===== config.mk =====
export PLATFORM = sky130hd
export DESIGN_NAME = str2num_param_flat
export DESIGN_NICKNAME = d
export VERILOG_FILES = /design/src/rtl/str2num_param_if.sv /design/src/rtl/str2num_param.sv /design/src/flat_wrapper.sv
export SDC_FILE = /design/constraint.sdc
export NUM_CORES = 1
export LEC_CHECK = 0
export BUFFER_PORTS_ARGS = -buffer_cell sky130_fd_sc_hd__buf_2
export CAP_MARGIN = 25
export CORE_MARGIN = 3
export CORE_UTILIZATION = 45
export DETAILED_ROUTE_END_ITERATION = 8
export PLACE_DENSITY = 0.58
export SLEW_MARGIN = 20
export SYNTH_ARGS = -nofsm -noshare
export SYNTH_HDL_FRONTEND = slang
export SYNTH_SLANG_ARGS = --single-unit

===== constraint.sdc =====
create_clock -name clk -period 6.8 [get_ports clk]
set_input_delay 1.36 -clock clk [delete_from_list [all_inputs] [get_ports clk]]
set_output_delay 1.36 -clock clk [all_outputs]
set_load 0.03 [all_outputs]

===== src/rtl/str2num_param_if.sv =====
// rtl/str2num_param_if.sv - character stream in / conversion result out bundle for str2num_param
interface str2num_param_if #(
    parameter int WIDTH = 32
);
    logic             start;
    logic [7:0]       str;
    logic             str_valid;
    logic [WIDTH-1:0] num;
    logic             ready;
    logic             done;
    logic             error;
    logic [1:0]       err_code;

    modport master (
        output start, str, str_valid,
        input  num, ready, done, error, err_code
    );

    modport slave (
        input  start, str, str_valid,
        output num, ready, done, error, err_code
    );
endinterface


===== src/rtl/str2num_param.sv =====
// rtl/str2num_param.sv - parametrised ASCII to integer converter with base prefix and range checks
module str2num_param #(
    parameter int WIDTH  = 32,
    parameter int MAXLEN = 16,
    parameter int SIGNED = 1
) (
    input  logic           clk,
    input  logic           rst,
    str2num_param_if.slave bus
);
    localparam int CW = $clog2(MAXLEN + 1) + 1;
    localparam int AW = WIDTH + 5;

    // Largest magnitudes that still fit the result: unsigned, signed positive, signed negative.
    localparam logic [AW-1:0] LIM_U  = {{5{1'b0}}, {WIDTH{1'b1}}};
    localparam logic [AW-1:0] LIM_SP = {{6{1'b0}}, {(WIDTH-1){1'b1}}};
    localparam logic [AW-1:0] LIM_SN = {{5{1'b0}}, 1'b1, {(WIDTH-1){1'b0}}};

    typedef enum logic [1:0] {IDLE, PREFIX, DIGITS, DRAIN} state_t;

    state_t           state;
    logic [WIDTH:0]   acc;
    logic [4:0]       base;
    logic             neg;
    logic [CW-1:0]    cnt;
    logic [WIDTH-1:0] num_q;
    logic             ready_q;
    logic             done_q;
    logic             error_q;
    logic [1:0]       code_q;

    logic [7:0]       ch;
    logic [7:0]       sub;
    logic             is_dig;
    logic             is_dec;
    logic [3:0]       dval;
    logic             dlegal;
    logic [AW-1:0]    nxt;
    logic [AW-1:0]    lim;
    logic [WIDTH-1:0] mag;

    assign ch = bus.str;

    // Decode the incoming character into a digit value and build the next accumulator value.
    always_comb begin
        sub    = 8'h00;
        is_dig = 1'b0;
        is_dec = 1'b0;
        if (ch >= 8'h30 && ch <= 8'h39) begin
            sub    = ch - 8'h30;
            is_dig = 1'b1;
            is_dec = 1'b1;
        end else if (ch >= 8'h41 && ch <= 8'h46) begin
            sub    = ch - 8'h37;
            is_dig = 1'b1;
        end else if (ch >= 8'h61 && ch <= 8'h66) begin
            sub    = ch - 8'h57;
            is_dig = 1'b1;
        end
        dval   = sub[3:0];
        dlegal = is_dig && ({1'b0, dval} < base);
        nxt    = ({4'b0000, acc} * {{WIDTH{1'b0}}, base}) + {{(WIDTH+1){1'b0}}, dval};
        if (SIGNED == 0)
            lim = LIM_U;
        else
            lim = neg ? LIM_SN : LIM_SP;
        mag = acc[WIDTH-1:0];
    end

    // Conversion FSM; every output is registered here.
    always_ff @(posedge clk or posedge rst) begin
        if (rst) begin
            state   <= IDLE;
            acc     <= '0;
            base    <= 5'd10;
            neg     <= 1'b0;
            cnt     <= '0;
            num_q   <= '0;
            ready_q <= 1'b1;
            done_q  <= 1'b0;
            error_q <= 1'b0;
            code_q  <= 2'b00;
        end else begin
            done_q <= 1'b0;
            if (bus.start) begin
                // Start wins over any character presented in the same cycle.
                state   <= PREFIX;
                acc     <= '0;
                base    <= 5'd10;
                neg     <= 1'b0;
                cnt     <= '0;
                ready_q <= 1'b0;
                error_q <= 1'b0;
                code_q  <= 2'b00;
            end else if (bus.str_valid) begin
                case (state)
                    IDLE: begin
                    end
                    PREFIX: begin
                        if (SIGNED != 0 && ch == 8'h2D && !neg) begin
                            neg <= 1'b1;
                        end else if (ch == 8'h42) begin
                            base  <= 5'd2;
                            state <= DIGITS;
                        end else if (ch == 8'h4F) begin
                            base  <= 5'd8;
                            state <= DIGITS;
                        end else if (ch == 8'h44) begin
                            base  <= 5'd10;
                            state <= DIGITS;
                        end else if (ch == 8'h48) begin
                            base  <= 5'd16;
                            state <= DIGITS;
                        end else if (is_dec) begin
                            // Bare decimal digit: implicit base 10, and it is the first digit.
                            base  <= 5'd10;
                            acc   <= {{(WIDTH-3){1'b0}}, dval};
                            cnt   <= {{(CW-1){1'b0}}, 1'b1};
                            num_q <= '0;
                            state <= DIGITS;
                        end else if (ch == 8'h00) begin
                            num_q   <= '0;
                            error_q <= 1'b1;
                            code_q  <= 2'b11;
                            done_q  <= 1'b1;
                            ready_q <= 1'b1;
                            state   <= IDLE;
                        end else begin
                            code_q <= 2'b01;
                            state  <= DRAIN;
                        end
                    end
                    DIGITS: begin
                        if (ch == 8'h00) begin
                            if (cnt == '0) begin
                                num_q   <= '0;
                                error_q <= 1'b1;
                                code_q  <= 2'b11;
                            end else begin
                                num_q   <= neg ? -mag : mag;
                                error_q <= 1'b0;
                            end
                            done_q  <= 1'b1;
                            ready_q <= 1'b1;
                            state   <= IDLE;
                        end else if (!dlegal) begin
                            code_q <= 2'b01;
                            state  <= DRAIN;
                        end else if (cnt == CW'(MAXLEN)) begin
                            code_q <= 2'b11;
                            state  <= DRAIN;
                        end else if (nxt > lim) begin
                            code_q <= 2'b10;
                            state  <= DRAIN;
                        end else begin
                            acc <= nxt[WIDTH:0];
                            cnt <= cnt + CW'(1);
                            if (cnt == '0)
                                num_q <= '0;
                        end
                    end
                    DRAIN: begin
                        if (ch == 8'h00) begin
                            num_q   <= '0;
                            error_q <= 1'b1;
                            done_q  <= 1'b1;
                            ready_q <= 1'b1;
                            state   <= IDLE;
                        end
                    end
                    default: state <= IDLE;
                endcase
            end
        end
    end

    assign bus.num      = num_q;
    assign bus.ready    = ready_q;
    assign bus.done     = done_q;
    assign bus.error    = error_q;
    assign bus.err_code = code_q;
endmodule

===== src/flat_wrapper.sv =====
// flat-port wrapper written by rule: the top's interface ports become plain ports
module str2num_param_flat 
#(
    parameter int WIDTH  = 32,
    parameter int MAXLEN = 16,
    parameter int SIGNED = 1
)
  (clk, rst, bus_start, bus_str, bus_str_valid, bus_num, bus_ready, bus_done, bus_error, bus_err_code);
  str2num_param_if #(.WIDTH(WIDTH)) bus_i ();
  input  logic clk;
  input  logic rst;
  input wire logic [$bits(bus_i.start)-1:0] bus_start;
  input wire logic [$bits(bus_i.str)-1:0] bus_str;
  input wire logic [$bits(bus_i.str_valid)-1:0] bus_str_valid;
  output wire logic [$bits(bus_i.num)-1:0] bus_num;
  output wire logic [$bits(bus_i.ready)-1:0] bus_ready;
  output wire logic [$bits(bus_i.done)-1:0] bus_done;
  output wire logic [$bits(bus_i.error)-1:0] bus_error;
  output wire logic [$bits(bus_i.err_code)-1:0] bus_err_code;
  assign bus_i.start = bus_start;
  assign bus_i.str = bus_str;
  assign bus_i.str_valid = bus_str_valid;
  assign bus_num = bus_i.num;
  assign bus_ready = bus_i.ready;
  assign bus_done = bus_i.done;
  assign bus_error = bus_i.error;
  assign bus_err_code = bus_i.err_code;
  str2num_param #(.WIDTH(WIDTH), .MAXLEN(MAXLEN), .SIGNED(SIGNED)) u_core (.clk(clk), .rst(rst), .bus(bus_i));
endmodule

==> metrics.md <==
| Metric | Value |
|---|---|
| DR WL/cell | `17.5 um` |
| FILL cells | `1914` |
| Final worst slack | `-0.627 ns` |
| Avg Synthesized Cell Area | `8.65 um2` |
| Area growth from synthesis to layout | `20.8%` |
| Clk root buf | `clkbuf_16` |
| CP Launch Type | `input port` |
| Largest stage delay on the critical path | `0.56 ns` |
| Synth Area in Compound Gates | `20.9%` |
| Multiplexer share of the synthesized area | `0.737%` |
| Post-Syn Nets | `1288` |
| IO buf count | `48` |
| Failing checks | `negative setup slack` |
| Max Cap Violations | `0` |
| CP arrival | `7.71 ns` |
| Worst Hold Class | `flop to flop` |
| Detailed Route Iter0 Violations | `436` |
| Post-synth EDFFs | `0` |
| GRT Util Overall | `23.5%` |
| Reg clk slew, reported paths | `0.07 ns` |
| Nets | `1425` |
| Initial Utilization | `46.4%` |
| Simple-Gate Fraction of Synth Area | `17.3%` |
| RSZ-0062 raised after global routing | `true` |
| Final worst-path cycle share | `109%` |
| FMAX | `135 MHz` |
| Vias in the first global route | `8357` |
| Crit path kind | `input port to flop` |
| Die Span Y | `151 um` |
| Hold Worst Slack | `0.491 ns` |
| Clock latency on the worst-skew pair | `0.36 ns` |
| Worst path most repeated cell | `ha_1` |
| Netlist area before placement | `9510 um2` |
| Synth area leader | `dfrtp_1` |
| Place WS | `-1.07 ns` |
| Seq/Total Area, Yosys | `21.6%` |
| Synth top area share | `20.8%` |
| Mapped Cells | `1099` |
| Clock Skew | `0.0101 ns` |
| H-Tree Depth | `3` |
| Cts hold-fix bufs | `0` |
| Delay-heaviest family, CP | `compound AO/OA/AOI/OAI gates` |
| Antenna-violating nets left | `0` |
| Dpl hpwl | `19300 um` |
| Max Slew Vio Count | `0` |
| Antenna cells | `0` |
| Total Die Area | `22900 um2` |
| Commonest register cell after synthesis | `dfrtp_1` |
| Final Setup Violations | `74` |
| Boundary pin count | `49` |
| Drt drc | `0` |
| Slew @ Worst Pin | `0.953 ns` |
| CTS sink cnt | `82` |
| Ranking of synthesized cells by area | `dfrtp_1, ha_1, fa_1` |
| Layout cell share with drive strength beyond 1 | `19.7%` |
| Largest family of logic cells by synthesized area | `adder cells` |
| Endpoint class of the critical path | `flop` |
| Synth Area in XOR/XNOR | `5.53%` |
| CTS tree | `built` |
| Peak supply drop | `0.111 mV` |
| Post-synth ARST share | `100%` |
| Synth Area in Adders | `25.7%` |
| Routed wire length | `26500 um` |
| Synth warn | `0` |
| GPL Wtd Cong | `0.900` |
| Crit path time final | `7.43 ns` |
| Vias per Instance | `5.54` |
| Static Leak | `0.00623 uW` |
| Total grt overflow | `0` |
| Power per cell area | `95.3 nW/um2` |
| WP buf/inv | `4` |
| Worst path slowest cell | `or4_4` |
| Die width | `151 um` |
| Largest net degree at the start of global routing | `46` |
| CP Max Fanout | `8` |
| Core ar. | `20500 um2` |
| Final Hold Fails | `0` |
| Worst Path Required | `7.09 ns` |
| Max_slew headroom | `35.6%` |
| Initial antenna violation count | `0` |
| Vias | `8373` |
| Synthesis-stage register bit count | `82` |
| First-pass iteration count of the detailed router | `5` |
| CTS Buffer Depth | `2` |
| FP Rows | `52` |
| Netlist cell types | `83` |
| CTS Buf Count | `9` |
| Status | `complete, but fails checks` |
| First-pass GRT wire length | `42900 um` |
==> area by class of cell <==
cell class | instances | area (um2) | area share [%]
multi-input cells | 822 | 6850 | 59.7
flip-flops and latches | 82 | 2060 | 17.9
repair buffers | 173 | 1380 | 12.0
inverters | 148 | 557 | 4.85
well taps | 270 | 338 | 2.94
clock buffers | 11 | 243 | 2.11
clock inverters | 5 | 61.3 | 0.534
==> cells by family (layout without fill, tap and decap cells) <==
kind of cell / after synthesis / after routing
simple gates: 308 / 308
buf+inv: 195 / 337
compound gates: 270 / 270
fa+ha+maj: 177 / 177
xor+xnor: 60 / 60
flops: 82 / 82
mux: 7 / 7
==> report_power, final <==
part | switching [uW] | internal, uW
combinational | 50.9 | 32.1
clock | 221 | 297
sequential | 3.44 | 490
total | 275 | 819
==> registers in the layout, summed over array words and instances, names as in the netlist, 2 cells and up <==
name,flops
u_core.state,2
u_core.base,3
u_core.acc,33
u_core.bus.num,32
u_core.cnt,6
u_core.bus.err_code,2
==> placed cells by master (no fill, tap or decap), types with 14 or more instances in the layout <==
cell / Yosys / final
a21o_1: 17 / 17
a21oi_1: 55 / 51
a22o_1: 60 / 60
and2_1: 66 / 65
buf_2: 10 / 46
buf_4: 3 / 109
clkbuf_16: 0 / 14
dfrtp_1: 79 / 78
fa_1: 31 / 30
ha_1: 146 / 145
inv_1: 148 / 146
nand2_1: 84 / 82
nand4_1: 14 / 14
nor2_1: 59 / 56
o21ai_0: 38 / 35
xnor2_1: 45 / 44
xor2_1: 15 / 14
==> metrics by stage <==
stage / instances / total power (uW) / area, um2 / TNS, ns / utilization [%]
detailed placement: 1476 / 576 / 10800 / -75.48 / 52.6
floorplan: 1099 / 545 / 9580 / -39.86 / -
finish: 1511 / 1090 / 11500 / -41.63 / 56.0
CTS: 1502 / 1100 / 11300 / -36.34 / 55.2
global placement: 1476 / 576 / 10800 / -69.74 / 52.6
global route: 1511 / 1140 / 11500 / -65.64 / 56.0
==> worst reg2reg max path: cells and delay by family (launching register included) <==
family,cells,cell delay [ns]
AOI/OAI and AO/OA,7,1.17
adders and majority gates,5,1.71
and+or+nand+nor,9,2.39
xor gates and xnor gates,1,0.18
buffers and inverters,6,0.82
DFF,1,0.57
==> cells in the mapped netlist (8+ instances only) <==
cell type	instances
o31ai_1	10
buf_2	10
o21a_1	11
o21ai_0	38
and2_1	66
fa_1	31
o211ai_1	9
dfrtp_1	79
xor2_1	15
xnor2_1	45
a21o_1	17
nand3_1	9
nor4_1	8
a22o_1	60
ha_1	146
inv_1	148
or3_1	11
nor2_1	59
clkbuf_1	29
nor2b_1	10
nand4_1	14
nand2_1	84
a21oi_1	55
==> final timing paths <==
path,from,endpoint,slack [ns],cells after the start
setup / recovery,bus_str[4],u_core.acc[29],-0.63,30
hold / removal,u_core.bus.num[1],u_core.bus.num[1],0.49,1
setup reg to reg,u_core.base[4],u_core.acc[29],-0.11,28
hold reg to reg,u_core.bus.num[1],u_core.bus.num[1],0.49,1
max in group asynchronous,rst,u_core.neg,4.61,3
min in group asynchronous,rst,u_core.bus.num[8],1.14,2
==> routing by layer <==
metal	part of all wire (%)	global-route usage (%)	wire length (um)	up-vias
met5	0	0	0	-
met4	2.6	7.48	692	0
met3	3.9	2.78	1020	41
met2	45	37.6	12000	166
met1	48	33.3	12700	4028
li1	-	-	-	4138
==> repair_timing <==
item / CTS / global route
resized for setup: 30 / 15
cloned: 2 / 4
endpoints found under the hold margin: 0 / 0
endpoints found under the setup margin: 74 / 74
buffers inserted: 8 / 7
pin swaps: 19 / 15
Note: power is estimated with default switching activity, not from simulation.
